`src/rtl/tnkiii_back1_cpu_port.sv`:
```
// CPU-side initiator for the TNK III Back1 layer: Z80 bus cycles -> timed VRAM access and scroll/control strobes.
// Define BACK1_READBACK_EN to run VRAM reads through the full access sequence; otherwise reads return 8'hFF with no wait.
module tnkiii_back1_cpu_port #(
    parameter logic [15:0] VRAM_BASE  = 16'hD800,
    parameter logic [15:0] SY_ADDR    = 16'hC900,
    parameter logic [15:0] SX_ADDR    = 16'hC980,
    parameter logic [15:0] MSB_ADDR   = 16'hC800,
    parameter int unsigned STROBE_CYC = 2
) (
    input  logic        clk,
    input  logic        RESET,
    input  logic        CK1n,
    input  logic [15:0] cpu_addr,
    input  logic [7:0]  cpu_din,
    output logic [7:0]  cpu_dout,
    input  logic        cpu_req,
    input  logic        cpu_rd,
    input  logic        cpu_wr,
    output logic        cpu_waitn,
    output logic [12:0] VA,
    output logic [7:0]  VD_out,
    input  logic [7:0]  VD_in,
    output logic        BACK1_VRAM_CSn,
    output logic        V_C,
    output logic        VRD,
    output logic        VDG,
    output logic        VOE,
    output logic        VWE,
    output logic        B1SX,
    output logic        B1SY,
    output logic        B1X8,
    output logic        B1Y8,
    output logic        B1_COLBK
);

`ifdef BACK1_READBACK_EN
    localparam logic READBACK = 1'b1;
`else
    localparam logic READBACK = 1'b0;
`endif

    localparam logic [16:0] VRAM_END = {1'b0, VRAM_BASE} + 17'd8192;
    localparam logic [2:0]  LAST_STB = 3'(STROBE_CYC - 1);

    typedef enum logic [2:0] {
        S_IDLE,
        S_WAITSLOT,
        S_ADDR,
        S_STROBE,
        S_CAPTURE,
        S_RDATA,
        S_RSTB,
        S_RELEASE
    } state_t;

    state_t      r_state;
    state_t      w_next;
    logic        r_req_d;
    logic [12:0] r_va;
    logic [7:0]  r_din;
    logic        r_wr;
    logic        r_sx;
    logic [7:0]  r_dout;
    logic [2:0]  r_cnt;
    logic        r_x8;
    logic        r_y8;
    logic        r_colbk;

    logic        w_new;
    logic        w_vram_hit;
    logic        w_vram_go;
    logic        w_scroll_go;
    logic        w_msb_go;
    logic [12:0] w_va;

    // A request is the rising edge of cpu_req with exactly one direction; only IDLE accepts it.
    assign w_new       = cpu_req & ~r_req_d & (cpu_rd ^ cpu_wr) & (r_state == S_IDLE) & ~RESET;
    assign w_vram_hit  = (cpu_addr >= VRAM_BASE) && ({1'b0, cpu_addr} < VRAM_END);
    assign w_vram_go   = w_new & w_vram_hit & (cpu_wr | READBACK);
    assign w_scroll_go = w_new & cpu_wr & ((cpu_addr == SX_ADDR) || (cpu_addr == SY_ADDR));
    assign w_msb_go    = w_new & cpu_wr & (cpu_addr == MSB_ADDR);
    assign w_va        = 13'(cpu_addr - VRAM_BASE);

    assign cpu_dout = READBACK ? r_dout : 8'hFF;
    assign B1X8     = r_x8;
    assign B1Y8     = r_y8;
    assign B1_COLBK = r_colbk;

    always_ff @(posedge clk or posedge RESET) begin
        if (RESET) begin
            r_state <= S_IDLE;
            r_req_d <= 1'b0;
            r_va    <= '0;
            r_din   <= '1;
            r_wr    <= 1'b0;
            r_sx    <= 1'b0;
            r_dout  <= '1;
            r_cnt   <= '0;
            r_x8    <= 1'b0;
            r_y8    <= 1'b0;
            r_colbk <= 1'b0;
        end else begin
            r_state <= w_next;
            r_req_d <= cpu_req;
            if (w_vram_go || w_scroll_go) begin
                r_va  <= w_va;
                r_din <= cpu_din;
                r_wr  <= cpu_wr;
                r_sx  <= (cpu_addr == SX_ADDR);
            end
            if (r_state == S_STROBE) begin
                r_cnt <= r_cnt + 3'd1;
            end else begin
                r_cnt <= '0;
            end
            // Read data is taken from the layer on the edge that closes the last strobe cycle.
            if (READBACK && (r_state == S_STROBE) && (r_cnt == LAST_STB) && !r_wr) begin
                r_dout <= VD_in;
            end
            if (w_msb_go) begin
                r_x8    <= cpu_din[4];
                r_y8    <= cpu_din[5];
                r_colbk <= cpu_din[6];
            end
        end
    end

    always_comb begin
        w_next         = r_state;
        cpu_waitn      = 1'b1;
        VA             = '0;
        VD_out         = '1;
        BACK1_VRAM_CSn = 1'b1;
        V_C            = 1'b0;
        VRD            = 1'b0;
        VDG            = 1'b1;
        VOE            = 1'b1;
        VWE            = 1'b1;
        B1SX           = 1'b0;
        B1SY           = 1'b0;

        case (r_state)
            S_IDLE: begin
                if (w_vram_go) begin
                    cpu_waitn = 1'b0;
                    w_next    = CK1n ? S_ADDR : S_WAITSLOT;
                end else if (w_scroll_go) begin
                    cpu_waitn = 1'b0;
                    w_next    = S_RDATA;
                end
            end
            S_WAITSLOT: begin
                cpu_waitn = 1'b0;
                if (CK1n) begin
                    w_next = S_ADDR;
                end
            end
            S_ADDR, S_STROBE, S_CAPTURE: begin
                // Address/CS bracket the strobes by one clock on each side.
                cpu_waitn      = 1'b0;
                VA             = r_va;
                BACK1_VRAM_CSn = 1'b0;
                V_C            = 1'b1;
                VRD            = r_wr;
                if (r_wr) begin
                    VD_out = r_din;
                end
                if (r_state == S_ADDR) begin
                    w_next = S_STROBE;
                end else if (r_state == S_STROBE) begin
                    VDG = 1'b0;
                    VOE = r_wr;
                    VWE = ~r_wr;
                    if (r_cnt == LAST_STB) begin
                        w_next = S_CAPTURE;
                    end
                end else begin
                    w_next = S_RELEASE;
                end
            end
            S_RDATA: begin
                cpu_waitn = 1'b0;
                VD_out    = r_din;
                w_next    = S_RSTB;
            end
            S_RSTB: begin
                cpu_waitn = 1'b0;
                VD_out    = r_din;
                B1SX      = r_sx;
                B1SY      = ~r_sx;
                w_next    = S_RELEASE;
            end
            S_RELEASE: begin
                if (!cpu_req) begin
                    w_next = S_IDLE;
                end
            end
            default: begin
                w_next = S_IDLE;
            end
        endcase
    end

endmodule
```
`config.mk`:
```
export PLATFORM = sky130hd
export DESIGN_NAME = tnkiii_back1_cpu_port
export DESIGN_NICKNAME = d
export VERILOG_FILES = /design/src/rtl/tnkiii_back1_cpu_port.sv
export SDC_FILE = /design/constraint.sdc
export NUM_CORES = 1
export LEC_CHECK = 0
export CORE_UTILIZATION = 42
export DETAILED_ROUTE_END_ITERATION = 12
export GPL_TIMING_DRIVEN = 1
export PLACE_DENSITY = 0.87
export REMOVE_ABC_BUFFERS = 1
export SKIP_CTS_REPAIR_TIMING = 1
export SYNTH_ARGS = -nofsm -noshare
export SYNTH_HDL_FRONTEND = slang
export SYNTH_SLANG_ARGS = --single-unit
```
`constraint.sdc`:
```
create_clock -name clk -period 2.4 [get_ports clk]
set_input_delay 0.36 -clock clk [delete_from_list [all_inputs] [get_ports clk]]
set_output_delay 0.36 -clock clk [all_outputs]
set_load 0.005 [all_outputs]
```
# Yosys cells after proc, flatten, opt, wreduce, memory -nomap -nowiden
# Index checks and enable logic that the tools add are counted.
[classes]
div = 0
n_lt_le_gt_ge = 2
bitwise = 14
n_reduce_logical = 8
n_mux = 30
n_shift = 0
eq_ne = 15
add_sub_neg = 2
multipliers = 0
[ops]
columns = ["cell", "n"]
rows = [
  ["== test 16 bit, second input constant", 3],
  ["2-to-1 mux 3 bit", 8],
  ["one-hot mux 3 bit (6 select lines)", 1],
  [">= comparator 16 bit, second input constant", 1],
  ["< comparator 16 bit, second input constant", 1],
  ["2-to-1 mux 1 bit", 16],
  ["one-hot mux 8 bit (2 select lines)", 1],
  ["2-to-1 mux 13 bit", 1],
  ["subtractor 13 bit, second input constant", 1],
  ["== test 3 bit, second input constant", 4],
  ["bitwise AND 1 bit", 9],
  ["2-to-1 mux 8 bit", 1],
  ["== test 3 x 1 -> 1 bit, second input constant", 2],
  ["== test 3 x 2 -> 1 bit, second input constant", 2],
  ["OR reduction 6 bit", 1],
  ["!= test 2 bit, second input constant", 2],
  ["!= test 4 bit, second input constant", 1],
  ["NOT 1 bit", 4],
  ["AND reduction 4 bit", 1],
  ["adder 3 x 1 -> 3 bit, second input constant", 1],
  ["logical NOT 3 bit", 1],
  ["!= test 3 bit, second input constant", 1],
  ["OR reduction 3 bit", 1],
  ["logical OR 1 bit", 2],
  ["other kinds (5)", 5],
]
[totals]
n_memories = 0
output_inout_bits = 41
elab_cells = 81
romBits = 0
regBits = 33
ramBits = 0
latchBits = 0

# Depth between registers and ports, before layout
[depth]
ltp_word = 10
ltp_mapped = 6
mapped_depth_nobuf = 6

# Worst setup path after synthesis
# No wires, ideal clock.
[synth_path]
path_kind = "register to output"
from = "register r_state[2]"
to = "output port cpu_waitn"
stages_incl_launch_ff = 7
required_ns = 2.040
slack_ns = 0.408
arrival_ns = 1.632
cell_sequence = "dfrtp_1 > buf_6 > nor4_4 > nand3_1 > o31a_2 > buf_6 > a21bo_2"
[synth_between]
elab_chain_len = 8
word_cells_on_any_way = 17
cone_classes = "eq/ne (6); mux (3); bitwise (6); reduce/logical (2)"
[synth_rtl]
columns = ["item", "line_no", "source"]
rows = [
  ["start: declaration", "56", "state_t r_state;"],
  ["start signal: assignment", "103", "r_state <= w_next;"],
  ["logical NOT 3 bit", "77, 142", ""],
  ["bitwise AND 1 bit (2 in series)", "77", "assign w_new = cpu_req & ~r_req_d & (cpu_rd ^ cpu_wr) & (r_state == S_IDLE) & ~RESET;"],
  ["bitwise AND 1 bit (2 in series)", "80", "assign w_scroll_go = w_new & cpu_wr & ((cpu_addr == SX_ADDR) || (cpu_addr == SY_ADDR));"],
  ["2-to-1 mux 1 bit", "147", "end else if (w_scroll_go) begin"],
  ["2-to-1 mux 1 bit", "144", "if (w_vram_go) begin"],
  ["one-hot mux 1 bit (2 select lines) (*)", "142", "case (r_state)"],
  ["end: declaration", "19", "output logic cpu_waitn,"],
]
# Every way passes the cells marked *; elsewhere a longest branch is shown, timed or not.

# Worst setup path in the final report
[layout_path]
from = "register r_state[0]"
to = "output port VA[8]"
[layout_between]
elab_chain_len = 3
word_cells_on_any_way = 5
cone_classes = "eq/ne (3); mux (1); reduce/logical (1)"
[layout_rtl]
columns = ["item", "line_no", "source"]
rows = [
  ["== test 3 x 2 -> 1 bit / == test 3 bit (equally long branches)", "142", ""],
  ["OR reduction 3 bit (*)", "142", ""],
  ["2-to-1 mux 13 bit (*)", "142", ""],
  ["end: declaration", "20", "output logic [12:0] VA,"],
]
# Marks and branches as above.

==> metrics.cfg <==
[status]
status = finished, final reports clean

[final_layout]
n_antenna_cell = 0
area_growth_pct = 54.0
drive_gt1_frac = 0.345
fillers = 328
nNetsFinal = 288

[worst_setup_path]
crit_fanout = 7
crit_type = flop to output pin
cp-end-kind = output pin
critPathLaunchType = flop
arrival_ns = 2.02
crit_path_start = r_state[0]
regToRegStartpoint = r_state[2]
cp_data_required_time_ns = 2.04

[sta]
clock_skew_ns = 0.00678
finalCritPeriodShare = 0.991
slew_violations = 0
fmax_ghz = 0.421
finalSetupViolCount = 0
grt_setup_unrepaired = yes
finalCriticalPeriod_ns = 2.38
setup_ws_ns = 0.0222
hold-worst-slack_ns = 0.385
hold_violations = 0

[synth]
synth-compound-area-share = 0.0679
synthMuxAreaShare = 0.174
netlist_instances = 161
ys_ff_latch = 33
netlist_top_cells_count = dfrtp_1, mux2_2, nor2b_1
synth_xor_area_frac = 0.0144
synth_area_mm2 = 0.00182
synth-seq-area-share = 0.458
synth_edf_count = 0
ys_warn_count = 0
synth_top_family_by_area = simple AND/OR/NAND/NOR gates
yosys.area.top_type = dfrtp_1
yosysMostFrequentCell = dfrtp_1
synth_top_area_share = 0.343
synthDistinctLibCells = 44
synth-simple-area-share = 0.196
synth-main-ff-cell = dfrtp_1
avgSynthCellArea_um2 = 11.3
yosys.area_share.adder = 0.0137
async_reset_ff_frac = 1.00
ys_top_cells_by_area = dfrtp_1, dfstp_2, mux2_2

[power]
p_leak_nw = 1.35
power_density_mw_per_mm2 = 751
worst_ir_drop_vdd_uv = 571

[floorplan]
core_area_mm2 = 0.00409
rows = 23
initial_core_util = 0.446
die_area_mm2 = 0.00461
pin_count = 79
fp.dieH_um = 67.9
die_x_um = 67.9

[grt]
antenna_found_initial = 0
gr-usage-all-layers = 0.177
grt_pass1_wl_mm = 6.04
grt_max_degree = 34
grt-ovfl-total = 0
grt_pass1_vias = 1362

[route]
num_vias = 1464
drtAntennaViolNets = 0
wirelength_mm = 4.12
viasPerCell = 4.90
drt_first_pass_iters = 4
avgRoutedWirePerCell_um = 13.8
route.detailed.drc = 0
drtIter0Drc = 48

[placed_design]
gp_congestion = 0.849
place_hpwl_mm = 2.99
place_ws_ns = -0.338
io_buffers = 62

[worst_hold_path]
min_path_type = input port to flop
hold_start = cpu_addr[5]

[cts]
clkLatencyLatePin_ns = 0.27
clk_path_buf_depth = 2
cts.reportedPaths.clkPinSlew_ns = 0.07
cts_tree = built
cts_sinks = 33
root_buffer = clkbuf_8
cts_made_buffers = 5
cts_max_level = 2

[flow_run]
drv_cap = 0

logic make-up (layout without fill, tap and decap cells):
logic type	after synthesis	count (layout)
flip-flops	33	33
multiplexers	26	26
AND/OR/NAND/NOR	58	58
adder cells (fa/ha/maj)	2	2
XOR/XNOR	3	3
AO/OA/AOI/OAI	15	15
buffers and inverters	23	104
other	1	8
registers in the layout, indices dropped and copies added (netlist names):
signal,flops
r_req_d,1
r_va,13
r_sx,1
r_wr,1
B1_COLBK,1
r_state,3
B1X8,1
r_din,8
B1Y8,1
r_cnt,3
final timing paths:
path | cells past startpoint | to | slack (ns)
worst min register to register | 1 | r_cnt[0] | 0.47
worst min-delay path | 2 | r_va[5] | 0.39
max in group asynchronous | 3 | r_din[4] | 1.56
worst max register to register | 7 | r_va[12] | 0.32
worst max-delay path | 5 | VA[8] | 0.02
min in group asynchronous | 3 | r_state[2] | 0.50
worst max-delay path, cell delays in order (launching register included):
cell and delay [ns]:
dfrtp_1 0.42, nor2_1 0.27, mux2i_1 0.18, buf_4 0.20
nor2b_1 0.14, clkdlybuf4s50_1 0.52
placed cells by master (no fill, tap or decap), drive strengths merged, types with 3 or more instances in the layout:
master and count:
dlymetal6s2s 11, clkdlybuf4s50 51, or2 8, inv 8
conb 8, nand3 5, buf 26, mux2 24
dfrtp 25, nor2 10, nor2b 14, clkbuf 8
nor4 4, dfstp 8, nand2 3
per-stage QoR:
stage,instances,cell area (um^2),TNS (ns),power (W),util
finish,299,2810,0,0.00211,0.687
global route,299,2810,-0.116,0.00224,0.687
CTS,295,2680,-1.96,0.00206,0.656
detailed placement,287,2590,-0.732,0.00163,0.634
global placement,287,2590,-0.363,0.00162,0.634
floorplan,153,1740,0,0.00108,-
routing by layer:
metal	vias up	track usage	wire (um)
met3	2	0.0467	258
met5	-	0	0
met1	698	0.231	1810
li1	716	-	-
met4	0	0.0469	14
met2	48	0.291	2030
cell type report:
cell class | count | area, um^2 | area share
tap | 50 | 62.6 | 0.0223
multi-input combinational | 112 | 942 | 0.336
clock buffer | 8 | 90.1 | 0.0321
inverter | 8 | 30.0 | 0.0107
sequential | 33 | 836 | 0.298
timing repair buffer | 88 | 847 | 0.302
power by group:
part           total, W  switching, W  leakage [nW]  internal [W]
Sequential     0.000640     0.0000362         0.414      0.000604
Clock          0.000416      0.000182        0.0455      0.000234
Combinational   0.00105      0.000441         0.895      0.000613
Total           0.00211      0.000659          1.35       0.00145
(Power assumes the default switching activity.)
